**config.mk**
```make
export PLATFORM = sky130hd
export DESIGN_NAME = mem_access_ctrl
export DESIGN_NICKNAME = d
export VERILOG_FILES = /design/src/rtl/mem_ctrl_pkg.sv /design/src/rtl/mem_access_ctrl_page_rd_mux.sv /design/src/rtl/mem_access_ctrl.sv
export SDC_FILE = /design/constraint.sdc
export NUM_CORES = 1
export LEC_CHECK = 0
export CORE_ASPECT_RATIO = 0.5
export CORE_MARGIN = 2
export CORE_UTILIZATION = 30
export DETAILED_ROUTE_END_ITERATION = 12
export SETUP_SLACK_MARGIN = 0.5
export SLEW_MARGIN = 20
export SYNTH_ARGS = -nofsm -noshare
export SYNTH_HDL_FRONTEND = slang
export SYNTH_SLANG_ARGS = --single-unit
```
**constraint.sdc**
```tcl
create_clock -name CLK_MEMCTRL -period 2.4 [get_ports CLK_MEMCTRL]
set_clock_uncertainty 0.15 [all_clocks]
set_input_delay 0.36 -clock CLK_MEMCTRL [delete_from_list [all_inputs] [get_ports CLK_MEMCTRL]]
set_output_delay 0.36 -clock CLK_MEMCTRL [all_outputs]
set_load 0.01 [all_outputs]
```
**src/rtl/mem_ctrl_pkg.sv**
```systemverilog
// Shared types and widths for the data-memory access controller.
// Pages are 4K words of 16 bits, selected by the top nibble of the word address.
package mem_ctrl_pkg;

    localparam int PAGE_ADDR_W = 12;
    localparam int PAGE_IDX_W  = 4;
    localparam int DATA_W      = 16;
    localparam int MAX_PAGES   = 16;

    typedef enum logic [2:0] {
        ST_IDLE,
        ST_SETUP,
        ST_STROBE,
        ST_HOLD,
        ST_RDWAIT,
        ST_RESP
    } state_t;

    function automatic logic page_valid(input logic [PAGE_IDX_W-1:0] idx, input int num_pages);
        return int'(idx) < num_pages;
    endfunction

endpackage

```
**src/rtl/mem_access_ctrl_page_rd_mux.sv**
```systemverilog
// Selects one page's asynchronous read data by page index.
// An index with no attached page reads as zero.
module page_rd_mux
    import mem_ctrl_pkg::*;
#(
    parameter int NUM_PAGES = 4
) (
    input  logic [DATA_W*NUM_PAGES-1:0] data_out_page,
    input  logic [PAGE_IDX_W-1:0]       page_idx,
    output logic [DATA_W-1:0]           rd_data
);

    logic [DATA_W-1:0] slice [NUM_PAGES];

    for (genvar gi = 0; gi < NUM_PAGES; gi++) begin : g_slice
        assign slice[gi] = data_out_page[gi*DATA_W +: DATA_W];
    end

    always_comb begin
        rd_data = '0;
        for (int i = 0; i < NUM_PAGES; i++) begin
            if (page_idx == PAGE_IDX_W'(i)) begin
                rd_data = slice[i];
            end
        end
    end

endmodule

```
**src/rtl/mem_access_ctrl.sv**
```systemverilog
// Load/store access controller for the paged data memory: one request at a time,
// setup/strobe/hold write sequencing, timed read sampling and error responses.
module mem_access_ctrl
    import mem_ctrl_pkg::*;
#(
    parameter int NUM_PAGES = 4,
    parameter int READ_LAT  = 1
) (
    input  logic                          CLK_MEMCTRL,
    input  logic                          RST_N_MEMCTRL,
    input  logic                          REQ_VALID,
    output logic                          REQ_READY,
    input  logic                          REQ_WE,
    input  logic [15:0]                   REQ_ADDR,
    input  logic [DATA_W-1:0]             REQ_WDATA,
    output logic                          RSP_VALID,
    input  logic                          RSP_READY,
    output logic [DATA_W-1:0]             RSP_RDATA,
    output logic                          RSP_ERR,
    output logic [PAGE_ADDR_W-1:0]        ADDR_PAGE,
    output logic [DATA_W-1:0]             DATA_IN_PAGE,
    output logic [NUM_PAGES-1:0]          PAGE_SEL,
    output logic                          WR_STB_PAGE,
    input  logic [DATA_W*NUM_PAGES-1:0]   DATA_OUT_PAGE
);

    localparam int CNT_W = (READ_LAT > 1) ? $clog2(READ_LAT) : 1;

    state_t                  state_reg;
    logic                    we_reg;
    logic [PAGE_IDX_W-1:0]   idx_reg;
    logic [CNT_W-1:0]        cnt_reg;
    logic [DATA_W-1:0]       mux_rdata;
    logic [PAGE_IDX_W-1:0]   req_idx;

    assign req_idx = REQ_ADDR[15:12];

    page_rd_mux #(
        .NUM_PAGES (NUM_PAGES)
    ) u_page_rd_mux (
        .data_out_page (DATA_OUT_PAGE),
        .page_idx      (idx_reg),
        .rd_data       (mux_rdata)
    );

    always_ff @(posedge CLK_MEMCTRL) begin
        if (!RST_N_MEMCTRL) begin
            state_reg    <= ST_IDLE;
            we_reg       <= 1'b0;
            idx_reg      <= '0;
            cnt_reg      <= '0;
            REQ_READY    <= 1'b1;
            RSP_VALID    <= 1'b0;
            RSP_RDATA    <= '0;
            RSP_ERR      <= 1'b0;
            ADDR_PAGE    <= '0;
            DATA_IN_PAGE <= '0;
            PAGE_SEL     <= '0;
            WR_STB_PAGE  <= 1'b0;
        end else begin
            case (state_reg)
                ST_IDLE: begin
                    if (REQ_VALID) begin
                        REQ_READY <= 1'b0;
                        we_reg    <= REQ_WE;
                        idx_reg   <= req_idx;
                        // Out-of-range pages answer immediately and never touch the page bus.
                        if (!page_valid(req_idx, NUM_PAGES)) begin
                            RSP_VALID <= 1'b1;
                            RSP_ERR   <= 1'b1;
                            RSP_RDATA <= '0;
                            state_reg <= ST_RESP;
                        end else begin
                            ADDR_PAGE    <= REQ_ADDR[PAGE_ADDR_W-1:0];
                            DATA_IN_PAGE <= REQ_WDATA;
                            PAGE_SEL     <= NUM_PAGES'(1) << req_idx;
                            state_reg    <= ST_SETUP;
                        end
                    end
                end
                ST_SETUP: begin
                    if (we_reg) begin
                        WR_STB_PAGE <= 1'b1;
                        state_reg   <= ST_STROBE;
                    end else begin
                        cnt_reg   <= CNT_W'(READ_LAT - 1);
                        state_reg <= ST_RDWAIT;
                    end
                end
                ST_STROBE: begin
                    WR_STB_PAGE <= 1'b0;
                    state_reg   <= ST_HOLD;
                end
                ST_HOLD: begin
                    PAGE_SEL  <= '0;
                    RSP_VALID <= 1'b1;
                    RSP_ERR   <= 1'b0;
                    RSP_RDATA <= '0;
                    state_reg <= ST_RESP;
                end
                ST_RDWAIT: begin
                    if (cnt_reg == '0) begin
                        PAGE_SEL  <= '0;
                        RSP_VALID <= 1'b1;
                        RSP_ERR   <= 1'b0;
                        RSP_RDATA <= mux_rdata;
                        state_reg <= ST_RESP;
                    end else begin
                        cnt_reg <= cnt_reg - 1'b1;
                    end
                end
                ST_RESP: begin
                    if (RSP_READY) begin
                        RSP_VALID <= 1'b0;
                        REQ_READY <= 1'b1;
                        state_reg <= ST_IDLE;
                    end
                end
                default: state_reg <= ST_IDLE;
            endcase
        end
    end

endmodule
```
==> summary.txt <==
Clocking
  • Worst-Skew Late Latency: 0.32 ns
  • CTS Buffer Depth: 2
  • H-Tree Depth: 3
  • Cts hold-fix bufs: 0
  • Clock transition at path regs: 0.05 ns
  • CTS tree: done
  • CTS sink cnt: 60
  • CTS Root Cell: clkbuf_16
  • CTS buffer count: 9

Die
  • Die footprint: 10400 µm²
  • Initial core utilization: 30.6%
  • # IOs: 153
  • DIE HEIGHT: 73.1 µm
  • Core Footprint: 9350 µm²
  • Die W: 142 µm
  • # rows: 25

Yosys
  • Syn Nets: 425
  • Cell taking the most area after synthesis: dfxtp_1
  • Synth top area share: 41.9%
  • Async SR Flop Fraction: 0%
  • Synth warn: 0
  • Dominant synthesized flop cell: dfxtp_1
  • Yosys reg bits: 60
  • Mapped Avg Cell Area: 8.85 µm²
  • Seq/Total Area, Yosys: 41.9%
  • Synth unique cells: 37
  • Cell Area, Synth: 2870 µm²
  • Dominant cells by area after synthesis: dfxtp_1 (42%), mux2_2 (13%), a21boi_0 (8.9%)
  • Syn Inst Count: 324
  • EDFF count, synth: 0

Global route
  • Vias in the first global route: 2760
  • First-pass GRT wire length: 14000 µm
  • Gr usage total: 17.2%
  • Largest net degree at the start of global routing: 62
  • GRT Residual Overflow: 0
  • Initial antenna violation count: 0

STA
  • Crit share post-route: 77.1%
  • Final hold violations: 0
  • RSZ-0062 raised after global routing: yes
  • Final Max Slew Viols: 0
  • Setup violators final: 0
  • Period minus WS final: 1.85 ns
  • Final setup TNS: 0 ns
  • Max_slew headroom: 60.2%
  • Slew at the pin closest to its max-slew limit: 0.597 ns
  • Max Clock Freq: 541 MHz

Hold path
  • Min-Delay Path Class: reg -> reg

Final layout
  • Design area: 4930 µm²
  • Biggest regs: DATA_IN_PAGE (16), RSP_RDATA (16), ADDR_PAGE (12)
  • FILL cells: 864
  • Multi-input combinational cell area: 1550 µm²
  • Register area: 1200 µm²
  • Nets: 573
  • N_diodes: 0
  • Area grow syn2layout: 71.9%
  • Share of cells above drive strength 1: 15.7%

Setup path
  • CP cell instances: or3b_1, or4b_4, o22ai_1
  • Crit path launch type: register
  • Critical Path RT: 2.49 ns
  • Largest delay share family, worst path: simple AND/OR/NAND/NOR gates
  • Critical path class: reg -> reg
  • Crit path arrival time: 1.94 ns
  • Critical Path End Type: register
  • CP max stage delay: 0.64 ns
  • Worst path slowest cell: or4b_4
  • CP bufs+invs: 0
  • Crit path max fanout: 16

Placement
  • Routability Congestion: 0.716
  • Dpl hpwl: 6110 µm
  • DP Area: 4550 µm²
  • Number of port buffers: 152

Routing
  • DRT Pass-1 Iters: 4
  • DRC: 0
  • Total wire length: 9170 µm
  • Routed wire per std cell: 15.3 µm
  • Vias per cell: 4.95
  • DR vias: 2962
  • Antenna Nets Post-Route: 0
  • Drt initial violations: 148

Run status
  • Status: finished, final reports clean

Pwr
  • Max VDD drop: 0.386 mV
  • LEAKAGE: 0.00174 µW
  • Cell Pwr Density: 630 nW/µm²

Job
  • Maximum capacitance violations: 0
==> layout by cell type, fill, tap and decap left out, drive strengths merged, types with 3 or more instances in the layout <==
| cell | synthesis | layout |
|---|---|---|
| inv | 3 | 3 |
| clkinv | 0 | 3 |
| clkdlybuf4s50 | 0 | 151 |
| buf | 4 | 20 |
| clkbuf | 30 | 11 |
| o21ai | 33 | 33 |
| nand2 | 34 | 34 |
| a21boi | 34 | 34 |
| mux2 | 32 | 32 |
| nand3 | 29 | 29 |
| dfxtp | 60 | 60 |
| o22ai | 34 | 34 |
==> area by class of cell <==
class | instances | area share (%)
Clock inverter | 5 | 1.52
Timing Repair Buffer | 171 | 34.5
Tap cell | 121 | 3.07
Clock buffer | 11 | 4.93
Multi-Input combinational cell | 227 | 31.4
Sequential cell | 60 | 24.4
Inverter | 3 | 0.228
==> path summary, 6_finish.rpt <==
kind / endpoint / cells past startpoint / slack [ns] / start
worst max-delay path: RSP_RDATA[3] / 3 / 0.55 / state_reg[0]
worst min-delay path: idx_reg[0] / 2 / 0.32 / idx_reg[0]
worst max register to register: RSP_RDATA[3] / 3 / 0.55 / state_reg[0]
worst min register to register: idx_reg[0] / 2 / 0.32 / idx_reg[0]
==> cell usage after synthesis, types with 2 or more instances <==
cell	count
nor3b_1	2
nor2b_1	2
nand2_1	34
dfxtp_1	60
nor2_1	2
nand3_1	29
buf_1	2
o22ai_1	34
mux2_2	32
a21boi_0	34
o32ai_1	2
clkbuf_1	30
mux2i_1	2
inv_1	3
o21ai_0	33
a21o_1	2
==> per-layer routing <==
layer / GRT usage, % / share of wire [%] / wire length, µm / up-vias
met5: 0 / 0 / 0 / -
met4: 4.33 / 0.24 / 22 / 0
met3: 5.51 / 6.0 / 553 / 2
met2: 28.1 / 46 / 4250 / 85
met1: 22.1 / 47 / 4340 / 1395
li1: - / - / - / 1480
==> stage by stage <==
step                std cells  hold WS, ns  power [µW]  utilization [%]  worst slack, ns
floorplan                 324        0.297        1390                -            0.505
global placement          579        0.300        1740             48.7            0.197
detailed placement        579        0.305        1740             48.7            0.168
CTS                       596        0.318        3140             52.5            0.514
global route              598        0.339        3240             52.7            0.488
finish                    598        0.315        3100             52.7            0.550
==> power breakdown <==
group	switching (µW)	internal [µW]	total, µW
Combinational	276	387	663
Clock	431	930	1360
Sequential	27.1	1050	1080
Total	734	2370	3100
==> worst reg2reg max path: cells and delay by family, from the launching register on <==
family          cells  cell delay (ns)
compound gates      1             0.22
flops               1             0.31
simple gates        2             1.09
==> timing repair <==
action | in CTS | in global routing
endpoints found under the setup margin | 23 | 47
cloned | 1 | 0
pin swaps | 0 | 2
buffers inserted | 0 | 2
gates resized for setup | 2 | 3
endpoints found under the hold margin | 0 | 0
==> kinds of logic (layout without fill, tap and decap cells) <==
| family | count (synthesis) | after routing | share of synthesized area (%) |
|---|---|---|---|
| AND/OR/NAND/NOR | 80 | 80 | 14.0 |
| AO/OA/AOI/OAI | 113 | 113 | 25.7 |
| buffers and inverters | 37 | 190 | 5.15 |
| flip-flops | 60 | 60 | 41.9 |
| multiplexers | 34 | 34 | 13.3 |
Note: power is estimated with default switching activity, not from simulation.
